===== config.mk =====
export PLATFORM = sky130hd
export DESIGN_NAME = bin_to_bcd_seq
export DESIGN_NICKNAME = d
export VERILOG_FILES = /design/src/rtl/bcd_pkg.sv /design/src/rtl/bcd_digit_adj.sv /design/src/rtl/bin_to_bcd_seq.sv
export SDC_FILE = /design/constraint.sdc
export NUM_CORES = 1
export LEC_CHECK = 0
export BUFFER_PORTS_ARGS = -buffer_cell sky130_fd_sc_hd__clkbuf_2
export CAP_MARGIN = 20
export CELL_PAD_IN_SITES_DETAIL_PLACEMENT = 0
export CELL_PAD_IN_SITES_GLOBAL_PLACEMENT = 1
export CORE_ASPECT_RATIO = 1.1
export CORE_UTILIZATION = 40
export CTS_BUF_LIST = sky130_fd_sc_hd__clkbuf_2
export DETAILED_ROUTE_END_ITERATION = 8
export GPL_ROUTABILITY_DRIVEN = 1
export PLACE_DENSITY_LB_ADDON = 0.08
export SYNTH_ARGS = -nofsm -noshare
export SYNTH_HDL_FRONTEND = slang
export SYNTH_SLANG_ARGS = --single-unit

===== constraint.sdc =====
create_clock -name clk -period 3.42 [get_ports clk]
set_clock_uncertainty 0.05 [all_clocks]
set_input_delay 0.513 -clock clk [delete_from_list [all_inputs] [get_ports clk]]
set_output_delay 0.513 -clock clk [all_outputs]
set_load 0.005 [all_outputs]

===== src/rtl/bcd_pkg.sv =====
// Shared definitions for the sequential binary-to-BCD converter:
// FSM state type, BCD digit constants and a counter-width helper.
package bcd_pkg;

  typedef enum logic [0:0] {
    IDLE  = 1'b0,
    SHIFT = 1'b1
  } state_e;

  localparam int BCD_DIGIT_W = 4;
  localparam int ADD3_THRESH = 5;

  // Number of bits needed to hold values 0..value-1; called with BIN_W+1
  // so the bit counter can hold BIN_W itself.
  function automatic int clog2(input int value);
    int r;
    r = 0;
    while ((1 << r) < value) begin
      r++;
    end
    return r;
  endfunction

endpackage


===== src/rtl/bcd_digit_adj.sv =====
// Double-dabble digit correction: a BCD digit of 5 or more gets +3 before
// the shift so that the doubled value carries correctly into the next digit.
module bcd_digit_adj
  import bcd_pkg::*;
(
  input  logic [BCD_DIGIT_W-1:0] digit_i,
  output logic [BCD_DIGIT_W-1:0] digit_o
);

  localparam logic [BCD_DIGIT_W-1:0] THRESH = BCD_DIGIT_W'(ADD3_THRESH);
  localparam logic [BCD_DIGIT_W-1:0] ADD3   = BCD_DIGIT_W'(3);

  // Wrap-around 4-bit add; a legal digit (0..9) never overflows here.
  always_comb begin
    digit_o = digit_i;
    if (digit_i >= THRESH) begin
      digit_o = digit_i + ADD3;
    end
  end

endmodule


===== src/rtl/bin_to_bcd_seq.sv =====
// Sequential binary-to-BCD converter, one bit per clock (shift-and-add-3).
// The packed BCD result is held between conversions so a downstream
// combinational BCD adder always sees a steady operand.
module bin_to_bcd_seq
  import bcd_pkg::*;
#(
  parameter int BIN_W  = 8,
  parameter int DIGITS = 3
) (
  input  logic                          clk,
  input  logic                          rst,
  input  logic                          start,
  input  logic [BIN_W-1:0]              bin_in,
  output logic                          busy,
  output logic                          done,
  output logic [BCD_DIGIT_W*DIGITS-1:0] bcd_out
);

  localparam int BCD_W = BCD_DIGIT_W * DIGITS;
  localparam int SR_W  = BCD_W + BIN_W;
  localparam int CNT_W = clog2(BIN_W + 1);

  localparam longint unsigned MAX_BIN = (64'd1 << BIN_W) - 64'd1;
  localparam longint unsigned MAX_DEC = 64'd10 ** DIGITS;

  localparam logic [CNT_W-1:0] CNT_LOAD = CNT_W'(BIN_W);
  localparam logic [CNT_W-1:0] CNT_ONE  = CNT_W'(1);

  // Refuse to elaborate configurations that cannot represent every input.
  if (BIN_W < 1 || BIN_W > 16) begin : gBadBinW
    $error("bin_to_bcd_seq: BIN_W must be in 1..16");
  end
  if (MAX_DEC <= MAX_BIN) begin : gBadDigits
    $error("bin_to_bcd_seq: DIGITS too small, need 10**DIGITS > 2**BIN_W-1");
  end

  state_e             state_q, state_d;
  logic [SR_W-1:0]    shiftReg_q, shiftReg_d;
  logic [CNT_W-1:0]   bitCnt_q, bitCnt_d;
  logic               busy_q, busy_d;
  logic               done_q, done_d;
  logic [BCD_W-1:0]   bcdOut_q, bcdOut_d;

  logic [BCD_W-1:0]   adjDigits;
  logic [SR_W-1:0]    adjReg;
  logic [SR_W-1:0]    shifted;

  // Correct every digit of the pre-shift register in parallel.
  for (genvar g = 0; g < DIGITS; g++) begin : gDigit
    bcd_digit_adj uAdj (
      .digit_i(shiftReg_q[BIN_W + BCD_DIGIT_W*g +: BCD_DIGIT_W]),
      .digit_o(adjDigits[BCD_DIGIT_W*g +: BCD_DIGIT_W])
    );
  end

  assign adjReg  = {adjDigits, shiftReg_q[BIN_W-1:0]};
  assign shifted = adjReg << 1;

  // State and datapath registers; reset clears everything, aborting any
  // conversion in flight without a done pulse.
  always_ff @(posedge clk) begin
    if (rst) begin
      state_q    <= IDLE;
      shiftReg_q <= '0;
      bitCnt_q   <= '0;
      busy_q     <= 1'b0;
      done_q     <= 1'b0;
      bcdOut_q   <= '0;
    end else begin
      state_q    <= state_d;
      shiftReg_q <= shiftReg_d;
      bitCnt_q   <= bitCnt_d;
      busy_q     <= busy_d;
      done_q     <= done_d;
      bcdOut_q   <= bcdOut_d;
    end
  end

  // Next-state logic: accept start only in IDLE, then adjust-and-shift one
  // bit per cycle; the result is published on the last shift only.
  always_comb begin
    state_d    = state_q;
    shiftReg_d = shiftReg_q;
    bitCnt_d   = bitCnt_q;
    busy_d     = busy_q;
    done_d     = 1'b0;
    bcdOut_d   = bcdOut_q;

    case (state_q)
      IDLE: begin
        if (start) begin
          shiftReg_d = SR_W'(bin_in);
          bitCnt_d   = CNT_LOAD;
          busy_d     = 1'b1;
          state_d    = SHIFT;
        end
      end
      SHIFT: begin
        shiftReg_d = shifted;
        bitCnt_d   = bitCnt_q - CNT_ONE;
        if (bitCnt_q == CNT_ONE) begin
          bcdOut_d = shifted[SR_W-1 -: BCD_W];
          done_d   = 1'b1;
          busy_d   = 1'b0;
          state_d  = IDLE;
        end
      end
      default: begin
        state_d = IDLE;
        busy_d  = 1'b0;
      end
    endcase
  end

  assign busy    = busy_q;
  assign done    = done_q;
  assign bcd_out = bcdOut_q;

endmodule


==> impl_metrics.env, run 1 <==
export IMPL_die_area_um2=4610
export IMPL_synth_largest_area_cell="dfxtp_1"
export IMPL_grt_pass1_vias=1299
export IMPL_worst_setup_path_end_kind="register"
export IMPL_synth_most_common_cell="dfxtp_1"
export IMPL_antenna_diode_count=0
export IMPL_grt_use_total=0.162
export IMPL_timing_final_crit_share=0.470
export IMPL_core_area_um2=4050
export IMPL_hold_slack_ns=0.364
export IMPL_ys_seq_area_frac=0.449
export IMPL_routedWlPerCell_um=13.0
export IMPL_cts_hold_fix_buffers=0
export IMPL_multi_input_area_um2=861
export IMPL_chipHeight_um=71.1
export IMPL_outcome="finished clean"
export IMPL_die_w_um=64.8
export IMPL_synth_edf_count=0
export IMPL_synth_async_reset_ratio=0
export IMPL_critPathMaxFanout=5
export IMPL_cts_htree_levels=2
export IMPL_finalWirelength_um=3350
export IMPL_hold_viol=0
export IMPL_postCtsSetupBuffers=0
export IMPL_setup_tns_ns=0
export IMPL_synth_nets=200
export IMPL_startpoint_type="register"
export IMPL_clock_latency_ns=0.40
export IMPL_power_density_nw_per_um2=459
export IMPL_syn_to_final_growth_pct=12.9
export IMPL_maxSlewViolCount=0
export IMPL_synthTopCellsByCount="39 x dfxtp_1, 21 x nor2_1, 18 x a21oi_1"
export IMPL_drt_pass1_iterations=5
export IMPL_ctsResizeCount=0
export IMPL_p_leak_nw=0.792
export IMPL_hpwlAfterDp_um=2430
export IMPL_fillerInstances=402
export IMPL_drive_above_1_share=0.194
export IMPL_cts_sinks=39
export IMPL_synth_top_area_share=0.449
export IMPL_rsz0062_at_grt="false"
export IMPL_drc=0
export IMPL_setup_viol=0
export IMPL_max_freq_mhz=622
export IMPL_antenna_found_initial=0
export IMPL_synth_top_flop_cell="dfxtp_1"
export IMPL_critical_path_class="register to register"
export IMPL_initial_core_util=0.429
export IMPL_grt_max_degree=24
export IMPL_worstPathArrival_ns=1.92
export IMPL_seqCellArea_um2=781
export IMPL_nets=224
export IMPL_ir_drop_mv=0.290
export IMPL_grt_pass1_wl_um=5690
export IMPL_overflow=0
export IMPL_synth_area_leaders="dfxtp_1 45%, mux2i_1 6.3%, ha_1 5.8%, a21oi_1 5.2%, nor2_1 4.5%"
export IMPL_worstMarginPinSlew_ns=0.535
export IMPL_synth_area_um2=1740
export IMPL_ys_ff_latch=39
export IMPL_finalCriticalPeriod_ns=1.61
export IMPL_pin_count=25
export IMPL_vias=1356
export IMPL_maxSlewHeadroom=0.643
export IMPL_vias_per_cell=5.26
export IMPL_root_buffer="clkbuf_2"
export IMPL_clk_path_buf_depth=2
export IMPL_avgSynthCellArea_um2=9.60
export IMPL_cts_tree="built"
export IMPL_drt_iter0_markers=39
export IMPL_rows=24
export IMPL_synth_distinct_cells=31
export IMPL_critPathRequiredTime_ns=3.74
export IMPL_path_clk_slew_ns=0.21
export IMPL_syn_inst=181
export IMPL_yosys_warnings=0
export IMPL_maxCapViolations=0
export IMPL_globalplace_congestion=0.751
export IMPL_portBuffers=24
export IMPL_hp_class="primary input to register"
export IMPL_numCtsBuffers=5
export IMPL_antenna_left=0
[worst max-delay path, stage by stage, from the launching register on]
cell and delay (ns):
dfxtp_1 0.42, inv_1 0.08, ha_1 0.27, nand2b_1 0.11, a21o_1 0.16, mux2i_1 0.31
a32o_1 0.17
[sequential cells by signal (all words and copies together), names as in the netlist]
| signal | count |
|---|---|
| bcd_out | 12 |
| bitCnt_q | 4 |
| busy | 1 |
| done | 1 |
| shiftReg_q | 20 |
| state_q | 1 |
[kinds of logic (layout without fill, tap and decap cells)]
| group | Yosys count | count (layout) | synth area share |
|---|---|---|---|
| AOI/OAI and AO/OA | 50 | 50 | 0.197 |
| xor gates and xnor gates | 3 | 3 | 0.0151 |
| adders and majority gates | 8 | 8 | 0.0576 |
| buffers and inverters | 18 | 43 | 0.0554 |
| DFF | 39 | 39 | 0.449 |
| muxes | 12 | 12 | 0.0698 |
| and+or+nand+nor | 51 | 51 | 0.156 |
[layout by cell type (no fill, tap or decap), types with 3 or more instances in the layout]
cell       synthesis  layout
nand2b_1           5       5
inv_1              8       8
xnor2_1            3       3
a21oi_1           18      18
a22o_1             6       6
o2bb2ai_1          6       6
nand3_1            6       6
a32o_1             5       5
o21ai_0            3       3
ha_1               8       8
nor3b_1            5       5
nor3_1             8       8
dfxtp_1           39      39
clkbuf_2           0      30
mux2i_1           11      11
nor2_1            21      21
o21ai_1            6       6
[cell type report]
type,instances,area share
sequential,39,0.398
timing repair buffer,25,0.0651
tap,52,0.0332
clock buffer,6,0.0153
inverter,10,0.0191
clock inverter,2,0.0306
multi-input combinational,124,0.439
[metrics by stage]
stage	worst slack [ns]	std cells	instance area [µm²]	util	power (mW)
floorplan	2.02	181	1740	-	0.544
global placement	1.72	250	1870	0.462	0.558
detailed placement	1.72	250	1870	0.462	0.560
CTS	1.78	258	1960	0.484	0.918
global route	1.66	258	1960	0.484	0.946
finish	1.81	258	1960	0.484	0.901
[power by group]
part	switching (mW)	internal (mW)
logic	0.0425	0.0282
registers	0.0114	0.468
clock network	0.151	0.200
total	0.205	0.696
[layer usage]
layer | share of wire | track usage | up-vias
met5 | 0 | 0 | -
met4 | 0.033 | 0.0914 | 0
met3 | 0.042 | 0.0532 | 11
met2 | 0.46 | 0.252 | 27
met1 | 0.47 | 0.196 | 617
li1 | - | - | 701
[worst paths after layout]
| kind | start | end | slack (ns) | cells after the start |
|---|---|---|---|---|
| worst min-delay path | bin_in[0] | shiftReg_q[0] | 0.36 | 3 |
| worst max register to register | shiftReg_q[12] | shiftReg_q[14] | 1.81 | 6 |
| worst max-delay path | shiftReg_q[12] | shiftReg_q[14] | 1.81 | 6 |
| worst min register to register | bcd_out[10] | bcd_out[10] | 0.43 | 1 |
Note: power is estimated with default switching activity, not from simulation.
==> inputs of run 2 (changes only) <==
==> constraint.sdc (replaced) <==
create_clock -name clk -period 1.4 [get_ports clk]
set_clock_uncertainty 0.05 [all_clocks]
set_input_delay 0.21 -clock clk [delete_from_list [all_inputs] [get_ports clk]]
set_output_delay 0.21 -clock clk [all_outputs]
set_load 0.005 [all_outputs]
==> impl_metrics.env, run 2 (same netlist as run 1, synthesis figures left out) <==
export IMPL_critical_path_class="register to register"
export IMPL_initial_core_util=0.429
export IMPL_violations="setup timing"
export IMPL_portBuffers=24
export IMPL_worstPathArrival_ns=1.76
export IMPL_path_clk_slew_ns=0.20
export IMPL_drt_pass1_iterations=4
export IMPL_multi_input_area_um2=1070
export IMPL_hpwlAfterDp_um=2720
export IMPL_power_density_nw_per_um2=804
export IMPL_grt_max_degree=20
export IMPL_crit_chain="inv_4, ha_4, nand2b_4, a21oi_4, mux2_4, o21ai_2"
export IMPL_antenna_left=0
export IMPL_clk_path_buf_depth=2
export IMPL_vias_per_cell=5.24
export IMPL_finalWirelength_um=3990
export IMPL_critical_path_max_stage_delay_ns=0.40
export IMPL_numCtsBuffers=5
export IMPL_timing_final_crit_share=1.04
export IMPL_drc=0
export IMPL_drive_above_1_share=0.448
export IMPL_maxSlewHeadroom=0.602
export IMPL_setup_viol=7
export IMPL_outcome="finished with violations"
export IMPL_finalCriticalPeriod_ns=1.45
export IMPL_routedWlPerCell_um=14.0
export IMPL_ir_drop_mv=0.499
export IMPL_vias=1488
export IMPL_grt_use_total=0.191
export IMPL_worst_setup_path_end_kind="register"
export IMPL_crit_buf_inv=1
export IMPL_rows=24
export IMPL_fin_ws_ns=-0.0511
export IMPL_maxSlewViolCount=0
export IMPL_cts_hold_fix_buffers=0
export IMPL_largest_register="shiftReg_q"
export IMPL_hold_viol=0
export IMPL_cts_htree_levels=2
export IMPL_root_buffer="clkbuf_2"
export IMPL_nets=250
export IMPL_drt_iter0_markers=69
export IMPL_fillerInstances=388
export IMPL_slowest_stage="dfxtp_2"
export IMPL_max_freq_mhz=689
export IMPL_path_delay_family="flip-flops"
export IMPL_grt_pass1_vias=1506
export IMPL_largest_register_ffs=20
export IMPL_cts_tree="built"
export IMPL_critPathRequiredTime_ns=1.71
export IMPL_hp_class="primary input to register"
export IMPL_die_area_um2=4610
export IMPL_grt_pass1_wl_um=6800
export IMPL_rsz0062_at_grt="true"
export IMPL_pin_count=25
export IMPL_place_ws_ns=-0.108
export IMPL_globalplace_congestion=0.761
export IMPL_overflow=0
export IMPL_antenna_found_initial=0
export IMPL_clock_latency_ns=0.40
export IMPL_layout_commonest_cell="dfxtp_1"
export IMPL_final_cell_mix="30 x dfxtp_1, 29 x clkbuf_2, 24 x buf_4, 21 x nor2_1, 18 x a21oi_1"
export IMPL_startpoint_type="register"
export IMPL_p_leak_nw=0.992
export IMPL_worstMarginPinSlew_ns=0.595
export IMPL_antenna_diode_count=0
export IMPL_die_w_um=64.8
export IMPL_critPathMaxFanout=3
export IMPL_core_area_um2=4050
export IMPL_chipHeight_um=71.1
export IMPL_maxCapViolations=0
export IMPL_fin_util=0.581
export IMPL_seqCellArea_um2=800
export IMPL_cts_sinks=39
export IMPL_syn_to_final_growth_pct=35.6
run 2: path summary, 6_finish.rpt:
path                        from             end  slack (ns)  cells after the start
hold / removal         bin_in[0]   shiftReg_q[0]        0.04                      3
hold reg to reg      bcd_out[11]     bcd_out[11]        0.43                      1
setup / recovery  shiftReg_q[17]  shiftReg_q[18]       -0.05                      6
setup reg to reg  shiftReg_q[17]  shiftReg_q[18]       -0.05                      6
run 2: tightest hold or removal path, cell delays in order:
cell and delay (ns):
clkbuf_2 0.08, mux2i_1 0.05, nor3_1 0.11
run 2: repair_timing:
action / 4_1_cts / 5_1_grt
setup buffers: 5 / 2
gates resized for setup: 27 / 34
setup endpoints to repair: 13 / 18
gates cloned: 0 / 1
pin swaps: 9 / 16
run 2: where the power goes:
group,internal [mW],total (mW),switching [mW]
Combinational,0.109,0.240,0.131
Clock,0.115,0.490,0.375
Sequential,1.14,1.16,0.0263
run 2: area by class of cell:
cell class | instances | share of cell area
multi-input cells | 125 | 0.453
flip-flops and latches | 39 | 0.339
repair buffers | 50 | 0.141
well taps | 52 | 0.0276
inverters | 10 | 0.0223
clock buffers | 5 | 0.0106
clock inverters | 3 | 0.00637
run 2: layer usage:
metal	part of all wire	wire, µm	vias to the layer above	track usage
met5	0	0	-	0
met4	0.015	60	0	0.0765
met3	0.042	167	6	0.0548
met2	0.52	2070	27	0.336
met1	0.42	1690	707	0.213
li1	-	-	748	-
run 2: metrics by stage:
step	power (mW)	TNS [ns]	area, µm²	cells	hold WS, ns
after floorplan	1.33	0	1740	181	0.331
after detailed placement	1.42	-0.567	2050	270	0.395
after CTS	1.90	-0.0709	2220	283	0.00161
after global placement	1.40	-0.0777	2050	270	0.394
final	1.89	-0.217	2360	284	0.0371
after global routing	1.99	-0.945	2360	284	0.0277
